==> src/rtl/mult_div_unit_if.sv <==
// Pipeline-side bundle of the multiply/divide unit: operand request, HI/LO
// results, busy/done/stall status and a debug view of the sequencer state.
interface mult_div_unit_if #(
   parameter int DATA_W = 32
);
   logic              Start_I;
   logic [2:0]        Op_I;
   logic [DATA_W-1:0] OpA_I;
   logic [DATA_W-1:0] OpB_I;
   logic              HiLoRead_I;
   logic [DATA_W-1:0] HI_O;
   logic [DATA_W-1:0] LO_O;
   logic              Busy_O;
   logic              Done_O;
   logic              Stall_O;
   logic [1:0]        DbgState_O;

   // Pipeline drives the request; the unit answers with HI/LO and status.
   modport master (
      output Start_I, Op_I, OpA_I, OpB_I, HiLoRead_I,
      input  HI_O, LO_O, Busy_O, Done_O, Stall_O, DbgState_O
   );

   modport slave (
      input  Start_I, Op_I, OpA_I, OpB_I, HiLoRead_I,
      output HI_O, LO_O, Busy_O, Done_O, Stall_O, DbgState_O
   );
endinterface

==> src/rtl/mult_div_unit.sv <==
// Iterative MULT/MULTU/DIV/DIVU unit with HI/LO registers for the MIPS-C core.
// Optional MADD/MADDU accumulate (ops 110/111) enabled by macro MDU_MADD_EN.
module mult_div_unit #(
   parameter int DATA_W = 32,
   parameter int CNT_W  = 6
) (
   input  logic            CLK_I,
   input  logic            Reset_I,
   mult_div_unit_if.slave  bus
);
   localparam int W = DATA_W;
   localparam logic [1:0] IDLE = 2'd0;
   localparam logic [1:0] CALC = 2'd1;
   localparam logic [1:0] FIX  = 2'd2;

   logic [1:0]       state_q, state_d;
   logic [CNT_W-1:0] cnt_q, cnt_d;
   logic [2*W-1:0]   prod_q, prod_d;
   logic [W-1:0]     b_q, b_d;
   logic [2:0]       op_q, op_d;
   logic             negq_q, negq_d;
   logic             negr_q, negr_d;
   logic             divz_q, divz_d;
   logic [W-1:0]     hi_q, hi_d;
   logic [W-1:0]     lo_q, lo_d;
   logic             busy_q, busy_d;
   logic             done_q, done_d;

   logic             op_signed, a_neg, b_neg, long_op, is_div;
   logic [W-1:0]     a_abs, b_abs;
   logic [W:0]       mul_sum;
   logic [W:0]       div_top;
   logic             div_ge;
   logic [2*W-1:0]   mul_step, div_step, mul_res, fix_res;
   logic [W-1:0]     quo, rem;

   always_comb begin
      op_signed = ~bus.Op_I[0];
      a_neg     = op_signed & bus.OpA_I[W-1];
      b_neg     = op_signed & bus.OpB_I[W-1];
      a_abs     = a_neg ? -bus.OpA_I : bus.OpA_I;
      b_abs     = b_neg ? -bus.OpB_I : bus.OpB_I;
`ifdef MDU_MADD_EN
      long_op   = ~bus.Op_I[2] | (bus.Op_I[2:1] == 2'b11);
`else
      long_op   = ~bus.Op_I[2];
`endif
      is_div    = op_q[1] & ~op_q[2];

      // prod_q holds {partial product, multiplier} or {remainder, dividend/quotient}
      mul_sum   = {1'b0, prod_q[2*W-1:W]} + {1'b0, (prod_q[0] ? b_q : {W{1'b0}})};
      mul_step  = {mul_sum, prod_q[W-1:1]};
      div_top   = {prod_q[2*W-1:W], prod_q[W-1]};
      div_ge    = (div_top >= {1'b0, b_q});
      div_step  = {(div_ge ? (div_top[W-1:0] - b_q) : div_top[W-1:0]),
                   prod_q[W-2:0], div_ge};

      mul_res   = negq_q ? -prod_q : prod_q;
      quo       = prod_q[W-1:0];
      rem       = prod_q[2*W-1:W];
      if (is_div) begin
         fix_res = {(negr_q ? -rem : rem),
                    (divz_q ? {W{1'b1}} : (negq_q ? -quo : quo))};
      end else begin
         fix_res = mul_res;
`ifdef MDU_MADD_EN
         if (op_q[2]) fix_res = {hi_q, lo_q} + mul_res;
`endif
      end
   end

   always_comb begin
      state_d = state_q;
      cnt_d   = cnt_q;
      prod_d  = prod_q;
      b_d     = b_q;
      op_d    = op_q;
      negq_d  = negq_q;
      negr_d  = negr_q;
      divz_d  = divz_q;
      hi_d    = hi_q;
      lo_d    = lo_q;
      done_d  = 1'b0;
      case (state_q)
         IDLE: begin
            if (bus.Start_I) begin
               if (long_op) begin
                  prod_d  = {{W{1'b0}}, a_abs};
                  b_d     = b_abs;
                  op_d    = bus.Op_I;
                  negq_d  = a_neg ^ b_neg;
                  negr_d  = a_neg;
                  divz_d  = (bus.OpB_I == {W{1'b0}});
                  cnt_d   = '0;
                  state_d = CALC;
               end else if (bus.Op_I == 3'b100) begin
                  hi_d = bus.OpA_I;
               end else if (bus.Op_I == 3'b101) begin
                  lo_d = bus.OpA_I;
               end
            end
         end
         CALC: begin
            prod_d = is_div ? div_step : mul_step;
            cnt_d  = cnt_q + CNT_W'(1);
            if (cnt_q == CNT_W'(W - 1)) state_d = FIX;
         end
         FIX: begin
            {hi_d, lo_d} = fix_res;
            done_d       = 1'b1;
            state_d      = IDLE;
         end
         default: state_d = IDLE;
      endcase
      busy_d = (state_d != IDLE);
   end

   always_ff @(posedge CLK_I) begin
      if (Reset_I) begin
         state_q <= IDLE;
         cnt_q   <= '0;
         prod_q  <= '0;
         b_q     <= '0;
         op_q    <= '0;
         negq_q  <= 1'b0;
         negr_q  <= 1'b0;
         divz_q  <= 1'b0;
         hi_q    <= '0;
         lo_q    <= '0;
         busy_q  <= 1'b0;
         done_q  <= 1'b0;
      end else begin
         state_q <= state_d;
         cnt_q   <= cnt_d;
         prod_q  <= prod_d;
         b_q     <= b_d;
         op_q    <= op_d;
         negq_q  <= negq_d;
         negr_q  <= negr_d;
         divz_q  <= divz_d;
         hi_q    <= hi_d;
         lo_q    <= lo_d;
         busy_q  <= busy_d;
         done_q  <= done_d;
      end
   end

   assign bus.HI_O       = hi_q;
   assign bus.LO_O       = lo_q;
   assign bus.Busy_O     = busy_q;
   assign bus.Done_O     = done_q;
   assign bus.Stall_O    = busy_q & (bus.Start_I | bus.HiLoRead_I);
   assign bus.DbgState_O = state_q;
endmodule

==> src/flat_wrapper.sv <==
// flat-port wrapper written by rule: the top's interface ports become plain ports
module mult_div_unit_flat 
#(
   parameter int DATA_W = 32,
   parameter int CNT_W  = 6
)
  (CLK_I, Reset_I, bus_Start_I, bus_Op_I, bus_OpA_I, bus_OpB_I, bus_HiLoRead_I, bus_HI_O, bus_LO_O, bus_Busy_O, bus_Done_O, bus_Stall_O, bus_DbgState_O);
  mult_div_unit_if #(.DATA_W(DATA_W)) bus_i ();
  input  logic CLK_I;
  input  logic Reset_I;
  input wire logic [$bits(bus_i.Start_I)-1:0] bus_Start_I;
  input wire logic [$bits(bus_i.Op_I)-1:0] bus_Op_I;
  input wire logic [$bits(bus_i.OpA_I)-1:0] bus_OpA_I;
  input wire logic [$bits(bus_i.OpB_I)-1:0] bus_OpB_I;
  input wire logic [$bits(bus_i.HiLoRead_I)-1:0] bus_HiLoRead_I;
  output wire logic [$bits(bus_i.HI_O)-1:0] bus_HI_O;
  output wire logic [$bits(bus_i.LO_O)-1:0] bus_LO_O;
  output wire logic [$bits(bus_i.Busy_O)-1:0] bus_Busy_O;
  output wire logic [$bits(bus_i.Done_O)-1:0] bus_Done_O;
  output wire logic [$bits(bus_i.Stall_O)-1:0] bus_Stall_O;
  output wire logic [$bits(bus_i.DbgState_O)-1:0] bus_DbgState_O;
  assign bus_i.Start_I = bus_Start_I;
  assign bus_i.Op_I = bus_Op_I;
  assign bus_i.OpA_I = bus_OpA_I;
  assign bus_i.OpB_I = bus_OpB_I;
  assign bus_i.HiLoRead_I = bus_HiLoRead_I;
  assign bus_HI_O = bus_i.HI_O;
  assign bus_LO_O = bus_i.LO_O;
  assign bus_Busy_O = bus_i.Busy_O;
  assign bus_Done_O = bus_i.Done_O;
  assign bus_Stall_O = bus_i.Stall_O;
  assign bus_DbgState_O = bus_i.DbgState_O;
  mult_div_unit #(.DATA_W(DATA_W), .CNT_W(CNT_W)) u_core (.CLK_I(CLK_I), .Reset_I(Reset_I), .bus(bus_i));
endmodule
==> config.mk <==
export PLATFORM = sky130hd
export DESIGN_NAME = mult_div_unit_flat
export DESIGN_NICKNAME = d
export VERILOG_FILES = /design/src/rtl/mult_div_unit_if.sv /design/src/rtl/mult_div_unit.sv /design/src/flat_wrapper.sv
export SDC_FILE = /design/constraint.sdc
export NUM_CORES = 1
export LEC_CHECK = 0
export CAP_MARGIN = 5
export CORE_MARGIN = 3
export CORE_UTILIZATION = 59
export DETAILED_ROUTE_END_ITERATION = 8
export PLACE_DENSITY = 0.78
export REMOVE_ABC_BUFFERS = 1
export SLEW_MARGIN = 10
export SYNTH_ARGS = -nofsm -noshare
export SYNTH_HDL_FRONTEND = slang
export SYNTH_SLANG_ARGS = --single-unit
==> constraint.sdc <==
create_clock -name CLK_I -period 4.1 [get_ports CLK_I]
set_input_delay 0.41 -clock CLK_I [delete_from_list [all_inputs] [get_ports CLK_I]]
set_output_delay 0.41 -clock CLK_I [all_outputs]
set_load 0.05 [all_outputs]
# == After elaboration in Yosys (flattened, before gate mapping) ==
# Cells that the tools add are included.
# Widths: inputs -> output; s select.
# totals
n_memories,0
reg_bits,175
ram_bits,0
wordCells,78
out_inout_bits,69
latchBits,0
romBits,0
in_bits,71
# classes
bitwise_logic,7
add_sub_neg,8
eq_ne,11
order_cmp,1
shifts,0
multipliers,0
n_reduce_logical,9
div,0
mux,30
# ops
operator,count
$mux 32,14
$mux 64,5
$neg 32->32,4
$pmux 32 s2,2
$pmux 64 s2,1
$neg 64->64,1
$add 32x32->33,1
$ge 33x32->1,1
$logic_not 32->1,1
$sub 32x32->32,1
$mux 6,2
$pmux 6 s2,1
$ne 2x2->1 const B,4
$add 6x1->6 const B,1
$eq 3x3->1 const B,2
$eq 6x5->1 const B,1
$mux 2,3
$reduce_and 3->1,2
$reduce_bool 2->1,3
$reduce_and 5->1,1
$ne 2x1->1 const B,2
$pmux 2 s2,1
$reduce_and 4->1,1
$and 1x1->1,3
7 further kinds,8

# == Logic depth before layout (Yosys ltp) ==
# logic_depth
depth_word,6
depth_mapped,14
depth_no_buf,13

# == Worst setup path before layout ==
# OpenSTA, ideal clock, no wires.
# synth_timing
path_type,register -> register
from,register u_core.prod_q[41]
to,register u_core.prod_q[39]
n_path_buf,1
t_arrival_ns,3.061
t_required_ns,3.978
period_less_slack_ns,3.183
path_slack_ns,0.917
setup_time_ns,0.122
path_stages_with_launch,10
path_cell_list,dfxtp_1 -> ha_1 -> a21oi_1 -> o21ai_0 -> a221oi_1 -> nand2_1 -> a211oi_1 -> clkbuf_1 -> o21ai_0 -> a221o_1
# synth_via
elab_chain_len,4
# synth_rtl
element,line,rtl
"start, declared",mult_div_unit.sv:18,"logic [2*W-1:0] prod_q, prod_d;"
"start signal, assigned",mult_div_unit.sv:135,prod_q <= prod_d;
$ge 33x32->1,mult_div_unit.sv:54,"div_ge = (div_top >= {1'b0, b_q});"
$mux 32,mult_div_unit.sv:55,"div_step = {(div_ge ? (div_top[W-1:0] - b_q) : div_top[W-1:0]),"
$mux 64,mult_div_unit.sv:104,prod_d = is_div ? div_step : mul_step;
$pmux 64 s2,mult_div_unit.sv:84,case (state_q)
# Every way passes these cells.
# A chain may end at the register's enable or synchronous reset.

# == Final worst setup path ==
# layout_timing
from,register u_core.b_q[10]
to,register u_core.prod_q[47]
# layout_via
elab_chain_len,4
elab_cells_between_ends,7
cone_classes,2 x add/sub; 1 x order compare; 4 x mux
# layout_rtl
element,line,rtl
"start, declared",mult_div_unit.sv:19,"logic [W-1:0] b_q, b_d;"
"start signal, assigned",mult_div_unit.sv:123,b_q <= '0;
"start signal, assigned",mult_div_unit.sv:136,b_q <= b_d;
"$mux 32, or another cell as far along",mult_div_unit.sv:51,"mul_sum = {1'b0, prod_q[2*W-1:W]} + {1'b0, (prod_q[0] ? b_q : {W{1'b0}})};"
$add 32x32->33 / $mux 32 (equally long branches),"mult_div_unit.sv:51, mult_div_unit.sv:55",
$mux 64 (*),mult_div_unit.sv:104,
$pmux 64 s2 (*),mult_div_unit.sv:84,
# Every way passes the cells marked *; elsewhere a longest branch is shown, timed or not.

==> impl_metrics.toml <==
[setup_path]
ff2ff_setup_slack_ps = 320
critical_path.max_fanout = 35
endpoint_kind = "register"
crit_arrival_ps = 4100
startpoint_type = "register"
path_class = "register to register"
critical_path.max_stage_delay_ps = 750
crit_slowest_cell = "a211oi_4"
cp_common_cell = "o21ai_0"
critPathRequiredTime_ps = 4430
critical_path_cell_by_cell = "inv_1 > ha_1 > a21oi_1 > o21ai_0 > a221oi_1 > nand2_1 > a211oi_4 > buf_12 > buf_4 > o21ai_0 > a221o_1"

[finish]
design.final.nets = 2132
mostFrequentLayoutCell = "nand2_1"
fillCellCount = 1908
multi_input_area_sq_um = 9800
layout.cells.most_common_list = "nand2_1, nor2_1, a21oi_1"
flow.area_growth_from_synthesis_pct = 16.8
antenna_cells_inserted = 0
regArea_sq_um = 3480
drive_gt1_share_pct = 5.84
final_core_util_pct = 71.1

[global_routing]
first_global_vias = 14181
grt_antenna_before_repair = 1
grt_max_degree = 59
grt_pass1_wl_microns = 73600
groute.usage.overall_pct = 34.9
gr-total-overflow = 0

[drt]
dr_total_vias = 14923
drt_iter0_drc = 1705
avgViaCountPerCell = 6.44
drt_pre_antenna_iters = 5
antenna_viol_nets_final = 0
remaining_drc_errors = 0
routedWlPerCell_microns = 19.9
route.final.wire_length_microns = 46200

[yosys]
synth_largest_type_area_fraction_pct = 24.9
synth-async-reset-ratio_pct = 0
synthDominantAreaCellType = "dfxtp_1"
synth_edf_count = 0
syn-cell-area_sq_um = 14000
synth_seq_area_share_pct = 24.9
dominantRegCellSynth = "dfxtp_1"
synth_area_per_cell_sq_um = 7.32
synth.yosys.warnings = 0
syn-instance-count = 1911
ys_ff_latch = 174
synth_cell_type_count = 71
synthTopCellsByArea = "dfxtp_1, a21oi_1, ha_1"

[sta]
hold_slack_ps = 385
worst_pin_slew_ps = 1100
min_period_over_period_pct = 92.1
timing.final.hold_violations = 0
finalCriticalPeriod_ps = 3780
timing.final.max_slew_violations = 0
final.setup_skew_ps = 18.9
setup_repair_after_global_routing_missed_its_margin = "no"
max_slew_margin_pct = 27.0
setup_viol = 0
max_freq_ghz = 0.265

[clock_network]
cts_repair_resize_count = 0
ctsHoldBuffers = 0
root_buffer_master = "clkbuf_16"
cts_inserted_buffers = 17
clock_insertion_delay_worst_skew_ps = 450
cts_max_path_buffers = 2
cts_tree = "yes"
ctsHtreeMaxLevel = 4
clock_sink_count = 174
setup_buffers_after_cts = 0
clkSlewWorstSetupHoldPaths_ps = 80

[hold_path]
hold_crit_path_type = "input pin to register"

[die]
floorplan.io_pins = 140
dieArea_sq_um = 25600
die_height_microns = 160
core_area_sq_um = 23000
chipWidth_microns = 160
start_util_pct = 60.9
std_cell_rows = 55

[power_and_ir_drop]
p_int_uw = 3300
clkPwrFrac_pct = 30.8
vdd_drop_max_v = 0.000249
power_frac_seq_pct = 35.7
cellLeakagePower_uw = 0.00622
cell_area_power_density_nw_per_um2 = 330
power_switching_uw = 2090
power_frac_comb_pct = 33.5
power_switching_share_pct = 38.8

[placement]
dp.final_hpwl_microns = 34800
gp_congestion = 0.986
io_buffer_count = 139

[job]
max_cap_violations = 0

[run_status]
run_status = "finished, final reports clean"
[per-stage QoR]
step / instance area (sq um) / total power [uW] / worst slack, ps / cells / setup TNS, ps
after floorplan: 13500 / 3120 / -1640 / 1774 / -57510
after global placement: 15800 / 3700 / 522 / 2284 / 0
after detailed placement: 15800 / 3720 / 382 / 2284 / 0
after CTS: 16400 / 5350 / 351 / 2316 / 0
after global routing: 16400 / 5630 / 18.5 / 2316 / 0
final: 16400 / 5390 / 324 / 2316 / 0
[logic make-up (layout without fill, tap and decap cells)]
family          Yosys count  in the layout  synth area share [%]
simple gates            643            643                  21.3
compound gates          613            613                  28.4
buf+inv                 200            292                  5.48
flops                   174            174                  24.9
xor+xnor                171            171                  10.7
fa+ha+maj                71             71                  6.45
mux                      39             39                  2.79
[flip-flops by register name, indices dropped and copies added (netlist names)]
register               count
u_core.prod_q             64
u_core.b_q                32
u_core.bus.HI_O           32
u_core.bus.LO_O           32
u_core.cnt_q               6
u_core.bus.DbgState_O      2
u_core.bus.Busy_O          1
u_core.bus.Done_O          1
u_core.divz_q              1
u_core.negq_q              1
u_core.negr_q              1
u_core.op_q                1
[power by group through the flow]
stage	clock (uW)	combinational, uW	sequential [uW]
2_1_floorplan	0	1120	2000
3_3_place_gp	0	1740	1950
3_5_place_dp	0	1760	1960
4_1_cts	1660	1770	1920
5_1_grt	1740	1950	1940
6_report	1660	1810	1920
[layout make-up]
cell class	instances	share of cell area (%)
repair buffers	197	11.2
clock buffers	18	2.62
flip-flops and latches	174	21.3
well taps	313	2.39
multi-input cells	1537	59.9
inverters	63	1.45
clock inverters	14	1.06
[synthesized netlist by cell type (all sizes together), types with 12 or more instances]
master	instances
a211o	13
a211oi	55
a21o	25
a21oi	184
a22oi	15
buf	21
clkbuf	116
dfxtp	174
ha	69
inv	63
mux2i	39
nand2	212
nand2b	24
nand3	26
nand4	22
nor2	206
nor3	41
nor4	18
o211ai	44
o21ai	123
o21bai	12
o221ai	27
o31ai	27
o41ai	12
or3	25
or4	20
xnor2	98
xor2	73
[worst max-delay path: cells and delay by family, from the launching register on]
family	cells	cell delay, ps
AO/OA/AOI/OAI	6	2160
AND/OR/NAND/NOR	1	260
buffers and inverters	3	510
flip-flops	1	330
adder cells (fa/ha/maj)	1	370
[path summary, 6_finish.rpt]
path                       start                   to  cells after the start
max               u_core.b_q[10]    u_core.prod_q[47]                     11
min                      Reset_I     u_core.prod_q[1]                      2
min reg2reg  u_core.bus.LO_O[24]  u_core.bus.LO_O[24]                      2
max reg2reg       u_core.b_q[10]    u_core.prod_q[47]                     11
[layer usage]
layer  vias to the layer above  global-route usage (%)  wire length (microns)
met4                         2                    13.9                   1540
li1                       7071                       -                      -
met3                       119                    5.91                   4380
met5                         -                       0                      7
met2                       815                    58.3                  21600
met1                      6916                    44.9                  18600
(Power assumes the default switching activity.)
